==> src/rtl/exu_md_pkg.sv <==
// Shared opcode/state encodings for the execute stage and its iterative
// multiply/divide engine.
package exu_md_pkg;

  typedef enum logic [3:0] {
    OP_ADD  = 4'd0,
    OP_SUB  = 4'd1,
    OP_AND  = 4'd2,
    OP_OR   = 4'd3,
    OP_XOR  = 4'd4,
    OP_SLL  = 4'd5,
    OP_SRL  = 4'd6,
    OP_SRA  = 4'd7,
    OP_SLT  = 4'd8,
    OP_SLTU = 4'd9,
    OP_MUL  = 4'd10,
    OP_DIV  = 4'd11,
    OP_DIVU = 4'd12,
    OP_REM  = 4'd13,
    OP_REMU = 4'd14
  } md_op_e;

  typedef enum logic [1:0] {
    ST_IDLE = 2'd0,
    ST_BUSY = 2'd1,
    ST_DONE = 2'd2
  } md_state_e;

  function automatic logic is_iter(input md_op_e op);
    return op inside {OP_MUL, OP_DIV, OP_DIVU, OP_REM, OP_REMU};
  endfunction

  // Ops whose half-width operands must be sign-extended rather than zero-extended.
  function automatic logic is_signed_op(input md_op_e op);
    return op inside {OP_SRA, OP_SLT, OP_DIV, OP_REM};
  endfunction

endpackage

==> src/rtl/exu_iter_muldiv.sv <==
// Iterative 1-bit-per-cycle engine: shift-add multiply and restoring divide.
// Operands arrive already truncated/extended for half-width ops.
module exu_iter_muldiv
  import exu_md_pkg::*;
#(
  parameter int XLEN = 64
) (
  input  logic            clk,
  input  logic            rstn,
  input  logic            start,
  input  logic            abort,
  input  md_op_e          op,
  input  logic            half,
  input  logic [XLEN-1:0] a,
  input  logic [XLEN-1:0] b,
  output logic            busy,
  output logic            done,
  output logic [XLEN-1:0] result
);

  localparam int CNT_W = $clog2(XLEN) + 1;
  localparam logic [XLEN-1:0] MIN_X = {1'b1, {(XLEN-1){1'b0}}};
  localparam logic [XLEN-1:0] MIN_W = {{(XLEN-31){1'b1}}, 31'b0};

  md_state_e       state_q;
  logic [CNT_W-1:0] cnt_q;
  md_op_e          op_q;
  logic            half_q;
  logic [XLEN-1:0] a_q, b_q, acc_q, opd_q, shr_q;
  logic [XLEN:0]   rem_sh, rem_sub;
  logic            fits, sgn_in, sgn_q, neg_a, neg_b;
  logic [XLEN-1:0] quo, rem, res;

  function automatic logic [XLEN-1:0] sext32(input logic [31:0] v);
    return XLEN'($signed(v));
  endfunction

  function automatic logic [XLEN-1:0] mag(input logic [XLEN-1:0] v, input logic sgn);
    return (sgn && v[XLEN-1]) ? -v : v;
  endfunction

  assign busy    = (state_q == ST_BUSY);
  assign done    = (state_q == ST_DONE);
  assign sgn_in  = (op == OP_DIV) || (op == OP_REM);
  assign sgn_q   = (op_q == OP_DIV) || (op_q == OP_REM);
  assign rem_sh  = {acc_q, shr_q[XLEN-1]};
  assign rem_sub = rem_sh - {1'b0, opd_q};
  assign fits    = !rem_sub[XLEN];

  always_ff @(posedge clk or negedge rstn) begin
    if (!rstn) begin
      state_q <= ST_IDLE;
      cnt_q   <= '0;
    end else if (abort) begin
      state_q <= ST_IDLE;
      cnt_q   <= '0;
    end else begin
      unique case (state_q)
        ST_IDLE: if (start) begin
          state_q <= ST_BUSY;
          cnt_q   <= half ? CNT_W'(32) : CNT_W'(XLEN);
        end
        ST_BUSY: begin
          cnt_q <= cnt_q - 1'b1;
          if (cnt_q == CNT_W'(1)) state_q <= ST_DONE;
        end
        default: state_q <= ST_IDLE;
      endcase
    end
  end

  // Dividend is left-aligned so a 32-step half divide consumes only its low word.
  always_ff @(posedge clk) begin
    if (start && state_q == ST_IDLE) begin
      op_q   <= op;
      half_q <= half;
      a_q    <= a;
      b_q    <= b;
      acc_q  <= '0;
      if (op == OP_MUL) begin
        opd_q <= a;
        shr_q <= b;
      end else begin
        opd_q <= mag(b, sgn_in);
        shr_q <= half ? (mag(a, sgn_in) << (XLEN-32)) : mag(a, sgn_in);
      end
    end else if (state_q == ST_BUSY) begin
      if (op_q == OP_MUL) begin
        if (shr_q[0]) acc_q <= acc_q + opd_q;
        opd_q <= opd_q << 1;
        shr_q <= shr_q >> 1;
      end else begin
        acc_q <= fits ? rem_sub[XLEN-1:0] : rem_sh[XLEN-1:0];
        shr_q <= {shr_q[XLEN-2:0], fits};
      end
    end
  end

  // Sign fix-up and RISC-V divide corner cases, evaluated while in DONE.
  always_comb begin
    neg_a = sgn_q && a_q[XLEN-1];
    neg_b = sgn_q && b_q[XLEN-1];
    quo   = (neg_a ^ neg_b) ? -shr_q : shr_q;
    rem   = neg_a ? -acc_q : acc_q;
    if (b_q == '0) begin
      quo = '1;
      rem = a_q;
    end else if (sgn_q && b_q == '1 && a_q == (half_q ? MIN_W : MIN_X)) begin
      quo = a_q;
      rem = '0;
    end
    if (op_q == OP_MUL)                         res = acc_q;
    else if (op_q == OP_DIV || op_q == OP_DIVU) res = quo;
    else                                        res = rem;
    result = half_q ? sext32(res[31:0]) : res;
  end

endmodule

==> src/rtl/exu_md_pipe.sv <==
// Execute stage: single-cycle ALU, iterative MUL/DIV engine and the
// valid/ready output register feeding the memory stage.
module exu_md_pipe
  import exu_md_pkg::*;
#(
  parameter int XLEN  = 64,
  parameter int TAG_W = 16
) (
  input  logic             clk,
  input  logic             rstn,
  input  logic             flush,
  input  logic             in_valid,
  output logic             in_ready,
  input  logic [3:0]       in_op,
  input  logic             in_half,
  input  logic [XLEN-1:0]  in_a,
  input  logic [XLEN-1:0]  in_b,
  input  logic [TAG_W-1:0] in_tag,
  output logic             out_valid,
  input  logic             out_ready,
  output logic [XLEN-1:0]  out_result,
  output logic [TAG_W-1:0] out_tag,
  output logic             busy
);

  localparam int SH_W = $clog2(XLEN);

  md_op_e                 op_p0;
  logic                   half_p0, sgn_p0, accept, start, md_busy, md_done;
  logic signed [XLEN-1:0] a_p0, b_p0;
  logic [SH_W-1:0]        sh_p0;
  logic [XLEN-1:0]        alu_raw, alu_p0, md_result;
  logic [TAG_W-1:0]       tag_iter_q;

  function automatic logic [XLEN-1:0] sext32(input logic [31:0] v);
    return XLEN'($signed(v));
  endfunction

  function automatic logic [XLEN-1:0] zext32(input logic [31:0] v);
    return XLEN'(v);
  endfunction

  assign op_p0    = md_op_e'(in_op);
  assign half_p0  = in_half && (XLEN == 64);
  assign sgn_p0   = is_signed_op(op_p0);
  assign sh_p0    = half_p0 ? SH_W'(in_b[4:0]) : in_b[SH_W-1:0];
  assign in_ready = !flush && !md_busy && !md_done && (!out_valid || out_ready);
  assign accept   = in_valid && in_ready;
  assign start    = accept && is_iter(op_p0);
  assign busy     = md_busy;

  always_comb begin
    a_p0 = in_a;
    b_p0 = in_b;
    if (half_p0) begin
      a_p0 = sgn_p0 ? sext32(in_a[31:0]) : zext32(in_a[31:0]);
      b_p0 = sgn_p0 ? sext32(in_b[31:0]) : zext32(in_b[31:0]);
    end
  end

  always_comb begin
    unique case (op_p0)
      OP_SUB:  alu_raw = a_p0 - b_p0;
      OP_AND:  alu_raw = a_p0 & b_p0;
      OP_OR:   alu_raw = a_p0 | b_p0;
      OP_XOR:  alu_raw = a_p0 ^ b_p0;
      OP_SLL:  alu_raw = a_p0 << sh_p0;
      OP_SRL:  alu_raw = $unsigned(a_p0) >> sh_p0;
      OP_SRA:  alu_raw = a_p0 >>> sh_p0;
      OP_SLT:  alu_raw = XLEN'(a_p0 < b_p0);
      OP_SLTU: alu_raw = XLEN'($unsigned(a_p0) < $unsigned(b_p0));
      default: alu_raw = a_p0 + b_p0;
    endcase
    alu_p0 = half_p0 ? sext32(alu_raw[31:0]) : alu_raw;
  end

  exu_iter_muldiv #(.XLEN(XLEN)) u_iter (
    .clk    (clk),
    .rstn   (rstn),
    .start  (start),
    .abort  (flush),
    .op     (op_p0),
    .half   (half_p0),
    .a      (a_p0),
    .b      (b_p0),
    .busy   (md_busy),
    .done   (md_done),
    .result (md_result)
  );

  always_ff @(posedge clk) begin
    if (start) tag_iter_q <= in_tag;
  end

  // Stage boundary p0 -> output slot; flush wins over a same-cycle completion.
  always_ff @(posedge clk or negedge rstn) begin
    if (!rstn) begin
      out_valid  <= 1'b0;
      out_result <= '0;
      out_tag    <= '0;
    end else if (flush) begin
      out_valid <= 1'b0;
    end else if (md_done) begin
      out_valid  <= 1'b1;
      out_result <= md_result;
      out_tag    <= tag_iter_q;
    end else if (accept && !is_iter(op_p0)) begin
      out_valid  <= 1'b1;
      out_result <= alu_p0;
      out_tag    <= in_tag;
    end else if (out_valid && out_ready) begin
      out_valid <= 1'b0;
    end
  end

endmodule

==> config.mk <==
export PLATFORM = sky130hd
export DESIGN_NAME = exu_md_pipe
export DESIGN_NICKNAME = d
export VERILOG_FILES = /design/src/rtl/exu_md_pkg.sv /design/src/rtl/exu_iter_muldiv.sv /design/src/rtl/exu_md_pipe.sv
export SDC_FILE = /design/constraint.sdc
export NUM_CORES = 2
export LEC_CHECK = 0
export CAP_MARGIN = 40
export CORE_ASPECT_RATIO = 0.75
export CORE_MARGIN = 3
export CORE_UTILIZATION = 37
export DETAILED_ROUTE_END_ITERATION = 10
export PLACE_DENSITY = 0.56
export SETUP_SLACK_MARGIN = 0.15
export SYNTH_ARGS = -nofsm -noshare
export SYNTH_HDL_FRONTEND = slang
export SYNTH_SLANG_ARGS = --single-unit
==> constraint.sdc <==
create_clock -name clk -period 7.39 [get_ports clk]
set_input_delay 2.217 -clock clk [delete_from_list [all_inputs] [get_ports clk]]
set_output_delay 2.217 -clock clk [all_outputs]
set_load 0.01 [all_outputs]
---- After elaboration in Yosys (flattened, before gate mapping) ----
Cells that the tools add are included.
W data, S select, Z words.
operators by class
  $add $sub $neg .......................... 9
  $lt $le $gt $ge ......................... 2
  eq/ne operators ......................... 26
  shifts and indexed selects .............. 3
  muxes and demuxes ....................... 47
  bitwise logic cells ..................... 5
  reduce and logical (&&, ||, !) cells .... 38
operators by type and width
  cell                    number
  $mux W64                30
  $pmux W64 S9            1
  $neg A64 Y64            4
  $add A64 B64 Y64        2
  $lt A64 B64 Y1          2
  $sub A65 B64 Y65        1
  $and A64 B64 Y64        1
  $eq A64 B64 Y1          1
  $eq A64 B64 Y1 const B  1
  $logic_not A64 Y1       1
  $or A64 B64 Y64         1
  $shl A64 B6 Y64         1
  $shr A64 B6 Y64         1
  $sshr A64 B6 Y64        1
  $sub A64 B64 Y64        1
  $xor A64 B64 Y64        1
  $mux W63                1
  $eq A4 B4 Y1 const B    11
  $mux W16                2
  $mux W7                 3
  $eq A4 B3 Y1 const B    4
  $logic_and A1 B1 Y1     14
  $pmux W7 S2             1
  $reduce_and A2 Y1       5
  21 further kinds        39
storage, ports and cells
  register bits ........................... 431
  output and inout bits ................... 83
  logic and storage cells ................. 143

---- Logic depth before layout (Yosys ltp) ----
  word-level depth ........................ 11
  depth in mapped cells ................... 25

---- Cells and area by module ----
From an unflattened synthesis, not the netlist that was laid out.
second synthesis, totals
  cells, all modules ...................... 7894
  area total of the unflattened synthesis .. 57579.0 µm²
modules (own cells, without submodules)
  module           instances  cells an instance  area each (µm²)
  exu_iter_muldiv  1          4054               31400.1
  exu_md_pipe      1          3840               26178.9

---- Worst setup path after synthesis ----
Ideal clock, no wire load.
  path kind ............................... in2reg
  from .................................... input in_op[2]
  to ...................................... register u_iter.shr_q[0], data pin
  setup time .............................. 454 ps
  arrival time ............................ 8288 ps
  setup slack ............................. -1352 ps
  stages .................................. 9
  cells stage by stage .................... clkbuf_1 -> clkbuf_1 -> a31o_2 -> nor2_1 -> nand2_1 -> inv_2 -> clkbuf_1 -> buf_1 -> a21oi_1
on the way
  elaborated cells between the ends (all ways) .. 19
  classes of those cells .................. eq/ne: 7; mux: 6; reduce/logical: 6
RTL lines
  item                   RTL line               RTL
  from (decl)            exu_md_pipe.sv:14      input logic [3:0] in_op,
  $eq A4 B4 Y1           exu_md_pkg.sv:30       return op inside {OP_MUL, OP_DIV, OP_DIVU, OP_REM, OP_REMU};
  $reduce_bool A5 Y1 *   exu_md_pkg.sv:30
  $logic_and A1 B1 Y1 *  exu_md_pipe.sv:49      assign start = accept && is_iter(op_p0);
  named net start        exu_md_pipe.sv:29      logic half_p0, sgn_p0, accept, start, md_busy, md_done;
  $logic_and A1 B1 Y1 *  exu_iter_muldiv.sv:74  if (start && state_q == ST_IDLE) begin
  $mux W64 *             exu_iter_muldiv.sv:74
  to (signal assigned)   exu_iter_muldiv.sv:85  shr_q <= half ? (mag(a, sgn_in) << (XLEN-32)) : mag(a, sgn_in);
  to (signal assigned)   exu_iter_muldiv.sv:91  shr_q <= shr_q >> 1;
  to (signal assigned)   exu_iter_muldiv.sv:94  shr_q <= {shr_q[XLEN-2:0], fits};
  to (decl)              exu_iter_muldiv.sv:29  logic [XLEN-1:0] a_q, b_q, acc_q, opd_q, shr_q;
Mark *: on every way through the listed nets, which the timed path passes. The rest lies on a longest branch.
A chain may end at the register's enable or synchronous reset.

---- Final worst setup path ----
  from .................................... input in_op[1]
  to ...................................... register out_result[51]
on the way
  word-level cells in the longest chain between the ends .. 9
  elaborated cells between the ends (all ways) .. 36
  classes of those cells .................. add/sub: 2; eq/ne: 14; shift: 3; mux: 8; bitwise: 3; reduce/logical: 6
ends and longest elaborated chain
  item                                            RTL line                              RTL
  $eq A4 B3 Y1, or another cell as far along      exu_md_pkg.sv:35, exu_md_pipe.sv:62
  $reduce_bool A4 Y1                              exu_md_pkg.sv:35                      return op inside {OP_SRA, OP_SLT, OP_DIV, OP_REM};
  $mux W64 (on tied branches)                     exu_md_pipe.sv:56, exu_md_pipe.sv:57
  $mux W64                                        exu_md_pipe.sv:55                     if (half_p0) begin
  $add A64 B64 Y64, or another cell as far along  exu_md_pipe.sv:72                     default: alu_raw = a_p0 + b_p0;
  $pmux W64 S9                                    exu_md_pipe.sv:62                     unique case (op_p0)
  $mux W64                                        exu_md_pipe.sv:74                     alu_p0 = half_p0 ? sext32(alu_raw[31:0]) : alu_raw;
  $mux W64                                        exu_md_pipe.sv:107                    end else if (accept && !is_iter(op_p0)) begin
  $mux W64                                        exu_md_pipe.sv:103                    end else if (md_done) begin
  to (signal assigned)                            exu_md_pipe.sv:105                    out_result <= md_result;
  to (signal assigned)                            exu_md_pipe.sv:109                    out_result <= alu_p0;
  to (decl)                                       exu_md_pipe.sv:21                     output logic [XLEN-1:0] out_result,
Several ways; a longest one is shown, not always the timed one. The select of a mux whose other input is x is not followed.

==> results.py <==
metrics = {
    "routing": {
        "avgRoutedWirePerCell_um": 37.3,
        "detail-route-antenna-nets": 0,
        "drtIter0Drc": 12157,
        "via_per_inst": 6.84,
        "drc": 0,
        "vias": 68650,
        "firstDrtPassIters": 10,
        "wl_um": 374000,
    },
    "flow_run": {
        "maxCapViolCount": 0,
    },
    "synthesis": {
        "syn_area_mm2": 0.0549,
        "synth_cell_types": 117,
        "synth_top_area_cell": "edfxtp_1",
        "synthFlopType": "edfxtp_1",
        "synthTopCellsByArea": "edfxtp_1 15%, ha_1 7.4%, a21oi_1 7.2%, o21ai_0 5.6%, nand2_1 5.4%",
        "yosys-top-cells-count": "788 x a21oi_1, 784 x nand2_1, 722 x nor2_1",
        "seq_area_frac_synth_pct": 21.6,
        "yosysMostFrequentCell": "a21oi_1",
        "avgSynthCellArea_um2": 7.42,
        "synth-async-reset-ratio_pct": 20.9,
        "ys_ff_latch": 431,
        "synth_top_area_share_pct": 15.2,
        "syn-num-nets": 7880,
        "ys_warn_count": 0,
        "netlist_instances": 7398,
        "synth_edf_count": 277,
    },
    "global_route": {
        "grt.overflow.total": 0,
        "grtUsageTotal_pct": 46.4,
        "grt_pass1_wl_um": 506000,
        "grt_max_degree": 146,
        "antenna_found_initial": 34,
        "grt_pass1_vias": 61804,
    },
    "timing": {
        "timing.fmax_mhz": 144,
        "finalSetupViolations": 0,
        "tightest_slew_ns": 1.02,
        "setup_ws_ns": 0.434,
        "finalHoldViolCount": 0,
        "fin_crit_ns": 6.96,
        "report.final.slew_viol_count": 0,
        "post-route-period-util_pct": 94.1,
        "rsz0062_at_grt": "false",
        "skew_ns": 0.0807,
        "slew_headroom_pct": 31.0,
    },
    "worst_setup_path": {
        "max_stage_delay_ns": 0.86,
        "reg2reg_from": "u_iter.shr_q[63]$_DFFE_PP_",
        "setup.worst_path.start_class": "input port",
        "required_ns": 7.93,
        "cp_cell_sequence": "clkdlybuf4s50_1 -> or4b_1 -> o221a_2 -> o21ai_2 -> o21ai_0 -> ha_1 -> buf_4 -> o21ai_0 -> o21bai_1 -> o21ai_0 -> a21o_1 -> o211ai_1 -> o31ai_1 -> a21oi_1 -> buf_4 -> a221oi_1 -> o211ai_1 -> a32o_1",
        "reg2regPathDepth": 19,
        "cp.arrival_ns": 7.49,
        "cp_slowest_cell": "o31ai_1",
        "cp_max_fo": 5,
        "cpMostUsedCell": "o21ai_0",
        "r2r_end": "u_iter.acc_q[0]$_SDFFE_PP0P_",
        "r2r_slack_ns": 1.21,
        "critPathCaptureType": "register",
        "path_class": "input port to register",
    },
    "worst_hold_path": {
        "worstHoldStart": "out_result[24]$_DFFE_PN0P_",
        "hold_class": "register to register",
        "holdPathEnd": "out_result[24]$_DFFE_PN0P_",
        "hold-path-cell-count": 2,
    },
    "clock_network": {
        "cts_buffers": 53,
        "cts_sinks": 431,
        "cts_tree": "built",
        "path_clk_slew_ns": 0.06,
        "clk_latency_ns": 0.72,
        "ctsHoldBuffers": 0,
        "cts_buffer_depth": 3,
        "htree_levels": 2,
        "clockRootBuffer": "clkbuf_16",
    },
    "finish": {
        "num-nets-final": 8498,
        "multi_input_area_mm2": 0.0396,
        "seqCellArea_mm2": 0.0119,
        "drive_gt1_share_pct": 15.7,
        "final_util_pct": 45.5,
        "area_growth_pct": 21.2,
        "nFillCells": 15079,
    },
    "placement": {
        "io_buffers": 236,
        "dp_hpwl_um": 303000,
        "place_ws_ns": -0.527,
        "place_congestion": 1.09,
    },
    "die": {
        "dieHeight_um": 339,
        "core-area_mm2": 0.146,
        "die_w_um": 451,
        "dieArea_mm2": 0.153,
        "start_util_pct": 37.5,
        "rows": 121,
        "ioPinCount": 237,
    },
    "pwr": {
        "leakage_nw": 26.6,
        "irDropWorstVdd_uv": 338,
        "power_density_mw_per_mm2": 231,
    },
    "run_status": {
        "status": "complete, no violations",
    },
}
[repair_timing]
action / 4_1_cts / 5_1_grt
buffers inserted: 0 / 0
cloned: 0 / 0
setup endpoints to repair: 1 / 3
resized for setup: 1 / 1
[metal layers]
layer	part of all wire (%)	up-vias	GRT usage [%]
met3	15	907	19.3
met5	0.17	-	1.38
met1	41	33410	63.0
li1	-	28888	-
met4	6.7	28	24.7
met2	38	5417	61.4
[worst max-delay path by stage]
stage / slack (ns) / startpoint / endpoint
3_3_place_gp: -0.50 / in_op[1] / out_result[59]$_DFFE_PN0P_
3_5_place_dp: -0.53 / in_op[1] / out_result[59]$_DFFE_PN0P_
4_1_cts: 0.39 / in_op[1] / out_result[63]$_DFFE_PN0P_
6_report: 0.43 / in_op[1] / out_result[51]$_DFFE_PN0P_
5_1_grt: 0.20 / in_b[22] / out_result[58]$_DFFE_PN0P_
2_1_floorplan: 0.25 / in_op[2] / u_iter.opd_q[0]$_SDFFCE_PN0P_
[worst max-delay path: cells and delay by family]
kind                       cells  cell delay (ns)
AOI/OAI and AO/OA             13             3.45
buffers and inverters          3             0.84
adders and majority gates      1             0.40
and+or+nand+nor                1             0.57
[stage by stage]
| stage | setup TNS [ns] | area (um^2) | cells | hold slack [ns] | power, mW |
|---|---|---|---|---|---|
| after floorplan | 0 | 54900 | 7398 | 0.504 | 8.68 |
| after global placement | -1.52 | 64400 | 9893 | 0.464 | 12.1 |
| final | 0 | 66500 | 10041 | 0.473 | 15.3 |
| after detailed placement | -1.80 | 64700 | 9926 | 0.463 | 12.1 |
| after global routing | 0 | 66500 | 10030 | 0.497 | 16.0 |
| after CTS | 0 | 66400 | 10026 | 0.478 | 15.0 |
[area by class of cell]
cell class / count / share of cell area [%]
clock inverters: 33 / 0.553
flip-flops and latches: 431 / 17.8
diodes: 12 / 0.0452
repair buffers: 1153 / 14.5
inverters: 316 / 1.80
well taps: 1968 / 3.70
multi-input cells: 6061 / 59.5
clock buffers: 67 / 2.13
[state kept, by name, indices dropped and copies added (netlist names)]
signal and flops:
out_result 64, out_valid 1, u_iter.b_q 64, out_tag 16
u_iter.shr_q 64, u_iter.cnt_q 7, tag_iter_q 16, u_iter.a_q 64
u_iter.op_q 4, u_iter.acc_q 64, u_iter.half_q 1, u_iter.opd_q 64
u_iter.state_q 2
[cells by family (layout without fill, tap and decap cells)]
logic type | count (synthesis) | after routing | share of synthesized area [%]
AOI/OAI and AO/OA | 2801 | 2801 | 32.7
and+or+nand+nor | 2293 | 2293 | 19.2
buffers and inverters | 906 | 1569 | 6.70
DFF | 431 | 431 | 21.6
xor gates and xnor gates | 399 | 399 | 6.37
adders and majority gates | 328 | 328 | 7.54
muxes | 240 | 240 | 5.83
other | 0 | 12 | 0
[report_power, final]
| part | internal (mW) | leakage [nW] | switching (mW) |
|---|---|---|---|
| sequential | 2.93 | 4.15 | 0.724 |
| clock | 1.52 | 0.846 | 1.29 |
| combinational | 3.41 | 21.6 | 5.45 |
| total | 7.87 | 26.6 | 7.46 |
[layout by cell type, fill, tap and decap left out, drive strengths merged, types with 147 or more instances in the layout]
cell type,instances
buf,922
ha,324
o21ai,643
nor3,170
nor2,725
a211oi,156
a31oi,163
a21oi,790
xnor2,275
clkdlybuf4s50,229
o211ai,147
nand2,784
edfxtp,277
inv,314
nand3,154
(Power assumes the default switching activity.)
